[src/rtl/gshare_predictor_if.sv]
// Fetch-side bundle for the gshare predictor: IF lookup, pipeline control,
// EX resolution, and the prediction/statistics returned to the fetch stage.
interface gshare_predictor_if;
    logic        lookup_valid;
    logic [31:0] lookup_pc;
    logic        hold;
    logic        flush;
    logic        update_valid;
    logic        update_taken;
    logic        prediction;
    logic        mispredict;
    logic        update_orphan;
    logic [31:0] branch_count;
    logic [31:0] mispredict_count;

    modport master (
        output lookup_valid, lookup_pc, hold, flush, update_valid, update_taken,
        input  prediction, mispredict, update_orphan, branch_count, mispredict_count
    );

    modport slave (
        input  lookup_valid, lookup_pc, hold, flush, update_valid, update_taken,
        output prediction, mispredict, update_orphan, branch_count, mispredict_count
    );
endinterface

[src/rtl/gshare_predictor.sv]
// Gshare branch direction predictor. A table of 2-bit saturating counters
// is indexed by PC ^ global history in IF. The index and predicted direction
// ride a two-slot shadow pipeline (ID, EX) so that the resolving branch in EX
// trains exactly the counter it was predicted from. History is updated only
// by resolved branches, so it is non-speculative.
module gshare_predictor #(
    parameter int GHR_BITS = 8
) (
    input logic             clk,
    input logic             reset,
    gshare_predictor_if.slave bus
);
    localparam int ENTRIES = 1 << GHR_BITS;

    typedef logic [GHR_BITS-1:0] idx_t;

    typedef struct packed {
        logic valid;
        idx_t idx;
        logic pred;
    } slot_t;

    logic [1:0]  pht [ENTRIES];
    idx_t        ghr;
    slot_t       slot_id;
    slot_t       slot_ex;
    logic        orphan;
    logic [31:0] branch_cnt;
    logic [31:0] mispredict_cnt;

    idx_t        lookup_idx;
    logic        pred;
    logic        train;
    logic        mispred;
    logic [1:0]  ctr_cur;
    logic [1:0]  ctr_next;

    // PC bits outside the index field do not affect the prediction.
    logic unused_pc;
    assign unused_pc = ^{bus.lookup_pc[31:GHR_BITS+2], bus.lookup_pc[1:0]};

    // Lookup path, EX resolution, and the saturating next value of the EX counter.
    always_comb begin
        // NOTE: every always_comb output gets a default first so no path can infer a latch.
        lookup_idx = bus.lookup_pc[GHR_BITS+1:2] ^ ghr;
        pred       = bus.lookup_valid & pht[lookup_idx][1];
        train      = bus.update_valid & slot_ex.valid;
        mispred    = train & (bus.update_taken != slot_ex.pred);
        ctr_cur    = pht[slot_ex.idx];
        ctr_next   = ctr_cur;
        if (bus.update_taken) begin
            if (ctr_cur != 2'b11) ctr_next = ctr_cur + 2'd1;
        end else begin
            if (ctr_cur != 2'b00) ctr_next = ctr_cur - 2'd1;
        end
    end

    // Table, history, shadow slots and statistics; reset wins over everything.
    always_ff @(posedge clk) begin
        if (reset) begin
            // NOTE: the counter table is reset explicitly because every entry must start weakly not-taken.
            for (int i = 0; i < ENTRIES; i++) pht[i] <= 2'b01;
            ghr            <= '0;
            slot_id        <= '0;
            slot_ex        <= '0;
            orphan         <= 1'b0;
            branch_cnt     <= '0;
            mispredict_cnt <= '0;
        end else begin
            // NOTE: non-blocking assignments, so the lookup above reads the pre-update counter.
            if (train) begin
                pht[slot_ex.idx] <= ctr_next;
                ghr              <= idx_t'({ghr, bus.update_taken});
                branch_cnt       <= branch_cnt + 32'd1;
                if (mispred) mispredict_cnt <= mispredict_cnt + 32'd1;
            end else if (bus.update_valid) begin
                orphan <= 1'b1;
            end

            if (bus.flush) begin
                slot_id <= '0;
                slot_ex <= '0;
            end else if (!bus.hold) begin
                slot_ex <= slot_id;
                slot_id <= '{valid: bus.lookup_valid, idx: lookup_idx, pred: pred};
            end
        end
    end

    assign bus.prediction       = pred;
    assign bus.mispredict       = mispred;
    assign bus.update_orphan    = orphan;
    assign bus.branch_count     = branch_cnt;
    assign bus.mispredict_count = mispredict_cnt;
endmodule
[src/flat_wrapper.sv]
// flat-port wrapper written by rule: the top's interface ports become plain ports
module gshare_predictor_flat 
#(
    parameter int GHR_BITS = 8
)
  (clk, reset, bus_lookup_valid, bus_lookup_pc, bus_hold, bus_flush, bus_update_valid, bus_update_taken, bus_prediction, bus_mispredict, bus_update_orphan, bus_branch_count, bus_mispredict_count);
  gshare_predictor_if bus_i ();
  input logic clk;
  input logic reset;
  input wire logic [$bits(bus_i.lookup_valid)-1:0] bus_lookup_valid;
  input wire logic [$bits(bus_i.lookup_pc)-1:0] bus_lookup_pc;
  input wire logic [$bits(bus_i.hold)-1:0] bus_hold;
  input wire logic [$bits(bus_i.flush)-1:0] bus_flush;
  input wire logic [$bits(bus_i.update_valid)-1:0] bus_update_valid;
  input wire logic [$bits(bus_i.update_taken)-1:0] bus_update_taken;
  output wire logic [$bits(bus_i.prediction)-1:0] bus_prediction;
  output wire logic [$bits(bus_i.mispredict)-1:0] bus_mispredict;
  output wire logic [$bits(bus_i.update_orphan)-1:0] bus_update_orphan;
  output wire logic [$bits(bus_i.branch_count)-1:0] bus_branch_count;
  output wire logic [$bits(bus_i.mispredict_count)-1:0] bus_mispredict_count;
  assign bus_i.lookup_valid = bus_lookup_valid;
  assign bus_i.lookup_pc = bus_lookup_pc;
  assign bus_i.hold = bus_hold;
  assign bus_i.flush = bus_flush;
  assign bus_i.update_valid = bus_update_valid;
  assign bus_i.update_taken = bus_update_taken;
  assign bus_prediction = bus_i.prediction;
  assign bus_mispredict = bus_i.mispredict;
  assign bus_update_orphan = bus_i.update_orphan;
  assign bus_branch_count = bus_i.branch_count;
  assign bus_mispredict_count = bus_i.mispredict_count;
  gshare_predictor #(.GHR_BITS(GHR_BITS)) u_core (.clk(clk), .reset(reset), .bus(bus_i));
endmodule
[config.mk]
export PLATFORM = sky130hd
export DESIGN_NAME = gshare_predictor_flat
export DESIGN_NICKNAME = d
export VERILOG_FILES = /design/src/rtl/gshare_predictor_if.sv /design/src/rtl/gshare_predictor.sv /design/src/flat_wrapper.sv
export SDC_FILE = /design/constraint.sdc
export NUM_CORES = 1
export LEC_CHECK = 0
export ABC_AREA = 1
export CAP_MARGIN = 20
export CORE_MARGIN = 5
export CORE_UTILIZATION = 50
export CTS_CLUSTER_SIZE = 14
export DETAILED_ROUTE_END_ITERATION = 12
export PLACE_DENSITY = 0.67
export SLEW_MARGIN = 20
export SYNTH_ARGS = -nofsm -noshare
export SYNTH_HDL_FRONTEND = slang
export SYNTH_SLANG_ARGS = --single-unit
export TNS_END_PERCENT = 30
[constraint.sdc]
create_clock -name clk -period 6.2 [get_ports clk]
set_input_delay 1.24 -clock clk [delete_from_list [all_inputs] [get_ports clk]]
set_output_delay 1.24 -clock clk [all_outputs]
set_load 0.03 [all_outputs]
### After elaboration in Yosys (flattened, before gate mapping)

Memories as Yosys holds them, arrays and structs flattened. A register that Yosys moved wholly into a read port is not among the register bits.
Index checks and enable logic that the tools add are counted.

* $add $sub $neg: 4
* equality and inequality tests: 2
* mux-type cells: 13
* bitwise logic cells: 5
* reductions and logical operators: 5

Operators with widths (number)
* $add A32 B1 Y32 const B: 2
* $mux W8: 3
* $mux W2: 4
* $xor A8 B8 Y8: 1
* $mux W1: 6
* $reduce_and A2 Y1: 2
* $reduce_or A2 Y1: 2
* $and A1 B1 Y1: 3
* $add A2 B1 Y2 const B: 1
* $ne A2 B2 Y1 const B: 1
* $reduce_bool A2 Y1: 1
* $sub A2 B1 Y2 const B: 1
* $ne A1 B1 Y1: 1
* $not A1 Y1: 1

* flip-flop bits (word level): 93
* memory bits (writable): 512
* bits of input ports: 39
* output and inout bits: 67
* word-level logic and storage cells: 40
* memories: 1

Memories
* u_core.pht: words 256, bits a word 2, rd ports 2, clocked after Yosys merged registers in 1, write ports 256, line gshare_predictor.sv:23 `logic [1:0] pht [ENTRIES];`

### Depth between registers and ports, before layout

* depth in word-level cells: 6
* mapped depth: 20
* gate-level depth less buffers: 15

### Worst setup path after synthesis

No wires, ideal clock.

* path type: input-to-output
* from: input bus_lookup_pc[2]
* to: output bus_prediction
* arrival: 2.895 ns
* required time: 4.960 ns
* path slack: 2.065 ns
* stages: 15
* path buffers: 2
* cell sequence: inv_1 -> nand2_1 -> nand2_1 -> buf_2 -> buf_2 -> nand2_1 -> nand3_1 -> nand3_1 -> nand3_1 -> nand3_1 -> nand3_1 -> nand3_1 -> nand3_1 -> nand3_1 -> inv_1

* word-level cells in the longest chain between the ends: 3

Ends and longest elaborated chain
* from (decl): line flat_wrapper.sv:11 `input wire logic [$bits(bus_i.lookup_pc)-1:0] bus_lookup_pc;`
* $xor A8 B8 Y8: line gshare_predictor.sv:45 `lookup_idx = bus.lookup_pc[GHR_BITS+1:2] ^ ghr;`
* $mem_v2 Z256 W2
* $and A1 B1 Y1: line gshare_predictor.sv:46 `pred = bus.lookup_valid & pht[lookup_idx][1];`
* to (decl): line flat_wrapper.sv:16 `output wire logic [$bits(bus_i.prediction)-1:0] bus_prediction;`

No other way between the ends.

### Final worst setup path

Ends and elaborated chain as after synthesis.

==> results.md <==
- Top-count cell post-synth: nand2_1
- Drt first pass iters: 6
- Clock skew: between 0.02 and 0.03 ns
- Vias: ~30k
- Max cap viols: 0
- Syn Inst Count: between 4k and 5k
- Vias per cell: a little under 6
- P&R area growth vs syn: 9.55%
- I/O pin cnt: around 110
- DR iter-0 viols: about 3.8k
- Mapped Nets: between 4k and 5k
- Layout cells sized above 1: 4.51%
- Num Clock Sinks: just over 600
- Root buffer cell: clkbuf_16
- ANT nets after route: 0
- Initial Utilization: between 50% and 60%
- P per Cell Area: ~260 nW/um^2
- Crit end category: primary output
- EDFF count, synth: 512
- Synth async-reset ratio: 0%
- Clk_lat worst skew: approximately 0.62 ns
- Yosys top cell by area: edfxtp_1
- # port buffers: a little over 80
- Syn_area_per_cell: around 7.8 sq um
- Htree depth: 3
- Critical Path, Cell by Cell: clkdlybuf4s50_1 -> nand2_1 -> nand2_4 -> buf_4 -> nand2_1 -> nand3_1 -> nand3_1 -> nand3_1 -> nand3_1 -> nand3_1 -> nand3_1 -> nand3_1 -> nand3_1 -> inv_1 -> clkdlybuf4s50_1
- Status: finished, final reports clean
- Clock buffer depth: 3
- Overall Global Routing Usage: around 28%
- Crit-path slowest cell: clkdlybuf4s50_1
- Predominant post-synthesis flop cell: edfxtp_1
- Tcrit/Tclk final: approximately 93%
- Fmax: roughly 170 MHz
- Largest delay share family, worst path: buffers and inverters
- Hpwl dp: between 60 and 70 mm
- Placed cells: 5053
- TritonCTS clock tree: done
- Unique masters post-synth: 37
- Slew @ Worst Pin: 1.16 ns
- CP Max Fanout: 19
- Hold WC Path Type: register to register
- Sequential area share after synthesis: about half
- First-pass GRT wire length: around 160 mm
- Final Hold Vio Count: 0
- Die ar.: ~73000 sq um
- Final std cells w/o fill: between 5k and 6k
- Final #Nets: 4292
- Post-synth top area share: a little under half
- Slew Viols, Final: 0
- Placer Congestion: 0.894
- Antenna violations before repair: 1
- Worst VDD drop: 205 uV
- Total Wirelength: 106 mm
- Post-synthesis register bit count: just over 600
- Rel. slew slack: between 20% and 30%
- Post-CTS Hold Buffers: 0
- Wire per inst: just over 20 um
- Leakage dissipation: ~0.013 uW
- Core box area: 66900 sq um
- Postcts setup bufs: 0
- Crit path required time: approximately 5.0 ns
- Largest net degree at the start of global routing: 140
- RSZ-0062 raised after global routing: false
- Die height: 269 um
- # DRC: 0
- Resized Gates After CTS: 0
- Post-synth top cells: 1114 x nand2_1, 998 x nand3_1, 656 x nor2_1
- CP Launch Type: input pin
- Vias in the first global route: between 20k and 30k
- Post-synthesis cell area: approximately 34000 sq um
- Num CTS Buffers: between 60 and 70
- Critical path type: input pin to primary output
- Worst Path Arrival: between 4 and 5 ns
- Post-route setup TNS: 0 ns
- Row count: 95
- Die width: 269 um
- Clock slew at reported path FFs: about 0.06 ns
- Largest cells by area after synthesis: edfxtp_1 46%, nand3_1 15%, nand2_1 12%
- Synthesis warning total: 0
- Critical path's largest stage delay: 0.67 ns
- Buf/Inv on CP: 4
- Final setup violating endpoints: 0
- CP most frequent cell: nand3_1
- Fin crit period: 5.80 ns
- Total gr overflow: 0
## where the power goes
part | switching [uW] | internal (uW)
registers | 47.6 | 4520
logic | 804 | 242
clock network | 1670 | 2250
## cell families (layout without fill, tap and decap cells)
| logic type | after synthesis | after routing | synth area share (%) |
|---|---|---|---|
| AOI/OAI and AO/OA | 132 | 132 | 2.05 |
| xor gates and xnor gates | 28 | 28 | 0.729 |
| adders and majority gates | 2 | 2 | 0.0744 |
| buffers and inverters | 723 | 693 | 9.60 |
| DFF | 613 | 613 | 51.7 |
| other | 0 | 1 | 0 |
| and+or+nand+nor | 2838 | 2838 | 35.8 |
## per-layer routing
layer	global-route usage, %	vias up	share of wire (%)
met5	0	-	0
met4	14.7	0	5.8
met3	5.31	364	11
met2	46.6	1636	46
met1	34.8	14000	37
li1	-	14000	-
## registers in the layout (all words and copies together) (netlist names), named ones only
register / count
u_core.pht: 512
u_core.bus.branch_count: 32
u_core.bus.mispredict_count: 32
u_core.slot_ex: 10
u_core.slot_id: 10
u_core.ghr: 8
u_core.bus.update_orphan: 1
## layout make-up
class,instances,area [sq um]
Antenna cell,1,2.50
Clock inverter,28,201
Timing Repair Buffer,160,1580
Fill cell,6144,30100
Multi-Input combinational cell,3000,13100
Tap cell,873,1090
Sequential cell,613,17400
Inverter,407,1550
Clock buffer,98,1920
## path summary, 6_finish.rpt
path / cells past startpoint / from / to / slack, ns
worst min-delay path: 2 / u_core.slot_id[1] / register / 0.47
worst max-delay path: 15 / bus_lookup_pc[2] / bus_prediction / 0.40
worst max register to register: 16 / register / u_core.pht[249][0] / 1.45
worst min register to register: 2 / u_core.slot_id[1] / register / 0.47
## metrics by stage
step	power, uW	utilization [%]	cell area (sq um)	hold slack [ns]	setup slack, ns
CTS	9540	55.1	36800	0.468	0.454
global placement	5660	51.9	34700	0.447	0.475
floorplan	5390	-	33600	0.433	2.07
finish	9530	55.1	36800	0.467	0.405
detailed placement	5670	51.9	34700	0.455	0.461
global route	9790	55.1	36800	0.495	0.272
## layout by cell type, fill, tap and decap left out, types with 3 or more instances in the layout
master	n
nand2_1	1111
xor2_1	18
nor2_1	656
nor3_1	33
clkbuf_8	4
nor3b_1	4
nor4_1	6
o21ai_0	52
clkbuf_16	71
a21oi_1	57
xnor2_2	3
inv_1	399
clkinv_1	14
clkdlybuf4s50_1	80
a31oi_1	4
clkbuf_1	23
buf_12	13
clkinv_2	8
dfxtp_1	97
xnor2_1	6
o22ai_1	3
edfxtp_1	512
buf_4	65
nand4_1	16
nand3_1	998
o21ai_1	9
nand2_4	3
inv_6	6
o211ai_1	3
## worst min-delay path, cell delays in order, from the launching register on
cell and delay (ns):
dfxtp_1 0.30, inv_1 0.06, a21oi_1 0.07
(Power assumes the default switching activity.)
